==> src/rtl/cmos_sensor_emulator_if.sv <==
// Parallel CMOS sensor bus: control inputs (start/stop/pattern) plus FVAL/LVAL/DATA video outputs.
// The emulator uses the master modport; a capture path or bench uses the slave modport.
interface cmos_sensor_emulator_if #(
  parameter int unsigned DATA_SIZE = 10
) ();
  logic                 iSTART;
  logic                 iEND;
  logic [1:0]           iPATTERN;
  logic [DATA_SIZE-1:0] oDATA;
  logic                 oFVAL;
  logic                 oLVAL;
  logic [15:0]          oX_Cont;
  logic [15:0]          oY_Cont;
  logic [31:0]          oFrame_Cont;
  logic                 oBUSY;

  modport master (
    input  iSTART, iEND, iPATTERN,
    output oDATA, oFVAL, oLVAL, oX_Cont, oY_Cont, oFrame_Cont, oBUSY
  );

  modport slave (
    output iSTART, iEND, iPATTERN,
    input  oDATA, oFVAL, oLVAL, oX_Cont, oY_Cont, oFrame_Cont, oBUSY
  );
endinterface

==> src/rtl/cmos_sensor_emulator.sv <==
// CMOS sensor emulator: frame/line timing generator with deterministic test patterns.
// Optional CMOS_EMU_BORDER_EN forces a 1-pixel all-ones border on every frame.
module cmos_sensor_emulator #(
  parameter int unsigned DATA_SIZE = 10,
  parameter int unsigned H_ACTIVE  = 640,
  parameter int unsigned V_ACTIVE  = 480,
  parameter int unsigned H_BLANK   = 94,
  parameter int unsigned F2L_DLY   = 4,
  parameter int unsigned V_BLANK   = 1000
) (
  input logic                      iCLK,
  input logic                      iRST,
  cmos_sensor_emulator_if.master   bus
);

  localparam logic [15:0] HLast   = 16'(H_ACTIVE - 1);
  localparam logic [15:0] VLast   = 16'(V_ACTIVE - 1);
  localparam logic [15:0] HbLast  = 16'(H_BLANK - 1);
  localparam logic [15:0] F2lLast = 16'(F2L_DLY - 1);
  localparam logic [15:0] VbLast  = 16'(V_BLANK - 1);

  typedef enum logic [2:0] {StIdle, StF2l, StLine, StHblank, StVblank} state_e;

  state_e               state_q, state_d;
  logic                 run_q, run_d;
  logic [15:0]          cnt_q, cnt_d;
  logic [15:0]          x_q, x_d;
  logic [15:0]          y_q, y_d;
  logic [31:0]          frame_q, frame_d;
  logic [1:0]           pat_q, pat_d;

  // Output stage, one cycle behind the timing state so all video signals stay aligned.
  logic                 fval_q, fval_d;
  logic                 lval_q, lval_d;
  logic [DATA_SIZE-1:0] data_q, data_d;
  logic [15:0]          xo_q, xo_d;
  logic [15:0]          yo_q, yo_d;

  always_comb begin
    run_d   = run_q;
    if (bus.iEND) begin
      run_d = 1'b0;
    end else if (bus.iSTART) begin
      run_d = 1'b1;
    end

    state_d = state_q;
    cnt_d   = cnt_q;
    x_d     = x_q;
    y_d     = y_q;
    frame_d = frame_q;
    pat_d   = pat_q;

    unique case (state_q)
      StIdle: begin
        if (run_q) begin
          state_d = StF2l;
          cnt_d   = '0;
          frame_d = frame_q + 32'd1;
          pat_d   = bus.iPATTERN;
        end
      end
      StF2l: begin
        if (cnt_q == F2lLast) begin
          state_d = StLine;
          x_d     = '0;
          y_d     = '0;
        end else begin
          cnt_d = cnt_q + 16'd1;
        end
      end
      StLine: begin
        if (x_q == HLast) begin
          state_d = StHblank;
          x_d     = '0;
          cnt_d   = '0;
        end else begin
          x_d = x_q + 16'd1;
        end
      end
      StHblank: begin
        if (cnt_q == HbLast) begin
          cnt_d = '0;
          if (y_q == VLast) begin
            state_d = StVblank;
            y_d     = '0;
          end else begin
            state_d = StLine;
            y_d     = y_q + 16'd1;
          end
        end else begin
          cnt_d = cnt_q + 16'd1;
        end
      end
      StVblank: begin
        if (cnt_q == VbLast) begin
          cnt_d = '0;
          if (run_q) begin
            state_d = StF2l;
            frame_d = frame_q + 32'd1;
            pat_d   = bus.iPATTERN;
          end else begin
            state_d = StIdle;
          end
        end else begin
          cnt_d = cnt_q + 16'd1;
        end
      end
      default: state_d = StIdle;
    endcase
  end

  always_comb begin
    fval_d = (state_q == StF2l) || (state_q == StLine) || (state_q == StHblank);
    lval_d = (state_q == StLine);
    xo_d   = lval_d ? x_q : '0;
    yo_d   = fval_d ? y_q : '0;
    data_d = '0;
    if (lval_d) begin
      unique case (pat_q)
        2'd0: data_d = DATA_SIZE'(x_q);
        2'd1: data_d = DATA_SIZE'(y_q);
        2'd2: data_d = {DATA_SIZE{x_q[3] ^ y_q[3]}};
        2'd3: data_d = DATA_SIZE'(x_q) + DATA_SIZE'(frame_q);
        default: data_d = '0;
      endcase
`ifdef CMOS_EMU_BORDER_EN
      if ((x_q == '0) || (x_q == HLast) || (y_q == '0) || (y_q == VLast)) begin
        data_d = '1;
      end
`else
`endif
    end
  end

  always_ff @(posedge iCLK) begin
    if (iRST) begin
      state_q <= StIdle;
      run_q   <= 1'b0;
      cnt_q   <= '0;
      x_q     <= '0;
      y_q     <= '0;
      frame_q <= '0;
      pat_q   <= '0;
      fval_q  <= 1'b0;
      lval_q  <= 1'b0;
      data_q  <= '0;
      xo_q    <= '0;
      yo_q    <= '0;
    end else begin
      state_q <= state_d;
      run_q   <= run_d;
      cnt_q   <= cnt_d;
      x_q     <= x_d;
      y_q     <= y_d;
      frame_q <= frame_d;
      pat_q   <= pat_d;
      fval_q  <= fval_d;
      lval_q  <= lval_d;
      data_q  <= data_d;
      xo_q    <= xo_d;
      yo_q    <= yo_d;
    end
  end

  assign bus.oDATA       = data_q;
  assign bus.oFVAL       = fval_q;
  assign bus.oLVAL       = lval_q;
  assign bus.oX_Cont     = xo_q;
  assign bus.oY_Cont     = yo_q;
  assign bus.oFrame_Cont = frame_q;
  assign bus.oBUSY       = (state_q != StIdle);

endmodule

==> src/flat_wrapper.sv <==
// flat-port wrapper written by rule: the top's interface ports become plain ports
module cmos_sensor_emulator_flat 
#(
  parameter int unsigned DATA_SIZE = 10,
  parameter int unsigned H_ACTIVE  = 640,
  parameter int unsigned V_ACTIVE  = 480,
  parameter int unsigned H_BLANK   = 94,
  parameter int unsigned F2L_DLY   = 4,
  parameter int unsigned V_BLANK   = 1000
)
  (iCLK, iRST, bus_iSTART, bus_iEND, bus_iPATTERN, bus_oDATA, bus_oFVAL, bus_oLVAL, bus_oX_Cont, bus_oY_Cont, bus_oFrame_Cont, bus_oBUSY);
  cmos_sensor_emulator_if #(.DATA_SIZE(DATA_SIZE)) bus_i ();
  input logic iCLK;
  input logic iRST;
  input wire logic [$bits(bus_i.iSTART)-1:0] bus_iSTART;
  input wire logic [$bits(bus_i.iEND)-1:0] bus_iEND;
  input wire logic [$bits(bus_i.iPATTERN)-1:0] bus_iPATTERN;
  output wire logic [$bits(bus_i.oDATA)-1:0] bus_oDATA;
  output wire logic [$bits(bus_i.oFVAL)-1:0] bus_oFVAL;
  output wire logic [$bits(bus_i.oLVAL)-1:0] bus_oLVAL;
  output wire logic [$bits(bus_i.oX_Cont)-1:0] bus_oX_Cont;
  output wire logic [$bits(bus_i.oY_Cont)-1:0] bus_oY_Cont;
  output wire logic [$bits(bus_i.oFrame_Cont)-1:0] bus_oFrame_Cont;
  output wire logic [$bits(bus_i.oBUSY)-1:0] bus_oBUSY;
  assign bus_i.iSTART = bus_iSTART;
  assign bus_i.iEND = bus_iEND;
  assign bus_i.iPATTERN = bus_iPATTERN;
  assign bus_oDATA = bus_i.oDATA;
  assign bus_oFVAL = bus_i.oFVAL;
  assign bus_oLVAL = bus_i.oLVAL;
  assign bus_oX_Cont = bus_i.oX_Cont;
  assign bus_oY_Cont = bus_i.oY_Cont;
  assign bus_oFrame_Cont = bus_i.oFrame_Cont;
  assign bus_oBUSY = bus_i.oBUSY;
  cmos_sensor_emulator #(.DATA_SIZE(DATA_SIZE), .H_ACTIVE(H_ACTIVE), .V_ACTIVE(V_ACTIVE), .H_BLANK(H_BLANK), .F2L_DLY(F2L_DLY), .V_BLANK(V_BLANK)) u_core (.iCLK(iCLK), .iRST(iRST), .bus(bus_i));
endmodule
==> config.mk <==
export PLATFORM = sky130hd
export DESIGN_NAME = cmos_sensor_emulator_flat
export DESIGN_NICKNAME = d
export VERILOG_FILES = /design/src/rtl/cmos_sensor_emulator_if.sv /design/src/rtl/cmos_sensor_emulator.sv /design/src/flat_wrapper.sv
export SDC_FILE = /design/constraint.sdc
export NUM_CORES = 1
export LEC_CHECK = 0
export ABC_AREA = 1
export BUFFER_PORTS_ARGS = -buffer_cell sky130_fd_sc_hd__buf_2
export CAP_MARGIN = 25
export CELL_PAD_IN_SITES_DETAIL_PLACEMENT = 2
export CELL_PAD_IN_SITES_GLOBAL_PLACEMENT = 2
export CORE_UTILIZATION = 35
export CTS_CLUSTER_SIZE = 14
export DETAILED_ROUTE_END_ITERATION = 8
export GPL_ROUTABILITY_DRIVEN = 0
export GPL_TIMING_DRIVEN = 0
export PLACE_DENSITY_LB_ADDON = 0.1
export SKIP_CTS_REPAIR_TIMING = 1
export SLEW_MARGIN = 20
export SYNTH_ARGS = -nofsm -noshare
export SYNTH_HDL_FRONTEND = slang
export SYNTH_SLANG_ARGS = --single-unit
==> constraint.sdc <==
create_clock -name iCLK -period 3.9 [get_ports iCLK]
set_clock_uncertainty 0.1 [all_clocks]
set_input_delay 0.975 -clock iCLK [delete_from_list [all_inputs] [get_ports iCLK]]
set_output_delay 0.975 -clock iCLK [all_outputs]
set_load 0.05 [all_outputs]
==> results.py <==
metrics = {
    "final_layout": {
        "drive_gt1_frac": 0.137,
        "fin_area_um2": 8580,
        "fillCellCount": 2557,
        "final_cell_mix": "341 x nand2_1, 169 x nor2_1, 130 x dfxtp_1, 114 x inv_1, 96 x a21oi_1",
        "layout.nets": 1249,
        "multiInputGateArea_um2": 4060,
        "layout_commonest_cell": "nand2_1",
        "diodes": 0,
        "area_growth_syn_to_layout_pct": 17.7,
        "area.sequential_um2": 2600,
    },
    "hold_path": {
        "worstHoldStart": "u_core.y_q[15]$_SDFFE_PP0P_",
        "hold_end": "u_core.y_q[15]$_SDFFE_PP0P_",
        "min_delay_path_depth": 2,
        "min_path_type": "reg2reg",
    },
    "timing": {
        "max_freq_mhz": 385,
        "rsz0062_at_grt": "false",
        "tns_ps": 0,
        "slew_violations": 0,
        "worst_slew_pin_slew_ps": 897,
        "fin_crit_sh": 0.666,
        "period_minus_slack_ps": 2600,
        "setup_slack_ps": 1300,
        "setup_viol": 0,
        "timing.hold.ws_ps": 393,
        "finalHoldViolCount": 0,
        "slew_headroom": 0.402,
    },
    "yosys": {
        "synth.avg_cell_area_um2": 6.46,
        "async_flop_share": 0,
        "ys_warn_count": 0,
        "syn_area_um2": 7290,
        "synth_xor_xnor_area_share": 0.0385,
        "synth_compound_area_frac": 0.114,
        "syn_inst": 1128,
        "synth_mux_area_frac": 0,
        "synth_nets": 1149,
        "synth-adder-area-share": 0.0268,
        "synth_ff_type": "dfxtp_1",
        "synth_cell_type_count": 41,
        "ys_ff_latch": 130,
        "synth_edf_count": 0,
        "yosysSeqAreaShare": 0.357,
        "synth_top_family_by_area": "simple AND/OR/NAND/NOR gates",
        "yosys.area_share.simple": 0.377,
    },
    "pwr": {
        "p_seq_frac": 0.390,
        "combPwrFrac": 0.201,
        "ir_worst_vdd_mv": 0.320,
        "leakagePower_uw": 0.00355,
        "p_switching_uw": 1310,
        "cellPowerDensity_nw_per_um2": 431,
        "switching_share": 0.354,
        "p_int_uw": 2390,
        "power_frac_clock": 0.410,
    },
    "status": {
        "status": "finished clean",
    },
    "global_route": {
        "antenna_found_initial": 0,
        "grt_pass1_wl_um": 44500,
        "grt_pass1_vias": 8360,
        "track_usage": 0.266,
        "grt_max_degree": 17,
        "grt_overflow_total": 0,
    },
    "clock_tree": {
        "cts_tree": "yes",
        "path_clk_slew_ps": 60,
        "cts_made_buffers": 17,
        "clkLatencyLatePin_ps": 430,
        "cts_num_sinks": 130,
        "cts_buffer_depth": 2,
        "cts-root-buf": "clkbuf_16",
        "htreeDepth": 4,
    },
    "worst_setup_path": {
        "slowest_delay_ps": 540,
        "cp_max_fo": 5,
        "path_class": "reg2out",
        "crit_path_cell_trace": "nor2_2 > nand2_1 > buf_2",
        "r2r_start": "u_core.x_q[1]$_SDFFE_PP0P_",
        "reg2reg_depth": 9,
        "slowest_stage": "dfxtp_1",
        "r2r-end": "u_core.cnt_q[2]$_SDFFE_PP0P_",
        "ff2ff_setup_slack_ps": 1610,
        "required_ps": 2820,
        "arrival_ps": 1520,
        "cp-end-kind": "output port",
        "critPathLaunchType": "flip-flop",
    },
    "floorplan": {
        "io_pins": 83,
        "rows": 52,
        "chipHeight_um": 146,
        "die_w_um": 146,
        "die_area_um2": 21400,
        "start_util": 0.359,
        "core_area_um2": 20300,
    },
    "route": {
        "routedWlPerCell_um": 18.3,
        "ant_nets": 0,
        "drt_iter0_drc": 235,
        "drt_first_pass_iters": 4,
        "vias": 7772,
        "viasPerCell": 5.14,
        "drcViolationCount": 0,
        "drt_wl_total_um": 27700,
    },
    "place": {
        "pre_cts_slack_ps": 1220,
        "placedInstanceArea_um2": 8030,
        "hpwl_um": 20200,
        "numPortBuffers": 81,
    },
    "job": {
        "drv_cap": 0,
    },
}
## critical path, delay by kind of cell, from the launching register on
family | cells | cell delay [ps]
buf+inv | 1 | 290
flops | 1 | 540
simple gates | 2 | 280
## logic make-up (layout without fill, tap and decap cells)
logic type | after synthesis | in the layout
DFF | 130 | 130
xor gates and xnor gates | 32 | 32
and+or+nand+nor | 642 | 642
adders and majority gates | 15 | 15
buffers and inverters | 155 | 268
AOI/OAI and AO/OA | 154 | 154
## metal layers
layer | part of all wire | up-vias | global-route usage
li1 | - | 3787 | -
met1 | 0.45 | 3843 | 0.320
met2 | 0.51 | 110 | 0.489
met3 | 0.021 | 32 | 0.0325
met4 | 0.018 | 0 | 0.0854
met5 | 0 | - | 0
## registers in the layout, summed over array words and instances (netlist names)
register / flops
u_core.bus.oY_Cont: 16
u_core.bus.oFVAL: 1
u_core.bus.oFrame_Cont: 32
u_core.x_q: 16
u_core.pat_q: 2
u_core.bus.oX_Cont: 16
u_core.bus.oLVAL: 1
u_core.y_q: 16
u_core.state_q: 3
u_core.bus.oDATA: 10
u_core.cnt_q: 16
u_core.run_q: 1
## synthesized netlist by cell type, types with 5 or more instances
cell type,instances,share of area
nand2_1,341,0.18
clkbuf_1,14,0.0072
nand2_2,5,0.0043
o21bai_1,7,0.0072
nor2_1,169,0.087
nand4_1,20,0.017
buf_2,12,0.0082
inv_2,9,0.0046
o21ai_0,34,0.023
ha_1,14,0.024
dfxtp_1,130,0.36
nand3_1,64,0.044
a21oi_1,96,0.066
xor2_1,22,0.026
inv_1,114,0.059
xnor2_1,10,0.012
nor3_1,15,0.010
nor2_2,6,0.0052
a21oi_2,5,0.0060
## cell type report
cell class,count,share of cell area
sequential,130,0.303
inverter,123,0.0538
tap,270,0.0394
multi-input combinational,843,0.473
clock buffer,19,0.0516
clock inverter,13,0.0121
buffer,32,0.0197
timing repair buffer,81,0.0473
## power by group through the flow
| stage | clock network [µW] | registers, µW | logic [µW] |
|---|---|---|---|
| 2_1_floorplan | 0 | 1500 | 459 |
| 3_3_place_gp | 0 | 1470 | 721 |
| 3_5_place_dp | 0 | 1470 | 740 |
| 4_1_cts | 1540 | 1440 | 755 |
| 5_1_grt | 1600 | 1450 | 815 |
| 6_report | 1520 | 1440 | 743 |
## worst max-delay path by stage
stage	slack (ps)	start	endpoint
global route	1250	u_core.state_q[1]$_SDFFE_PP0P_	bus_oBUSY
global placement	1210	iRST	u_core.bus.oY_Cont[15]$_SDFF_PP0_
CTS	1310	u_core.state_q[1]$_SDFFE_PP0P_	bus_oBUSY
floorplan	1790	u_core.bus.oFrame_Cont[0]$_SDFFE_PP0P_	u_core.bus.oDATA[8]$_SDFF_PP0_
finish	1300	u_core.state_q[1]$_SDFFE_PP0P_	bus_oBUSY
detailed placement	1220	iRST	u_core.bus.oY_Cont[12]$_SDFF_PP0_
## per-stage QoR
step / std cells / util / power, µW
2_1_floorplan: 1128 / - / 1960
3_3_place_gp: 1479 / 0.396 / 2190
3_5_place_dp: 1479 / 0.396 / 2210
4_1_cts: 1511 / 0.423 / 3740
5_1_grt: 1511 / 0.423 / 3860
6_report: 1511 / 0.423 / 3700
Note: power is estimated with default switching activity, not from simulation.
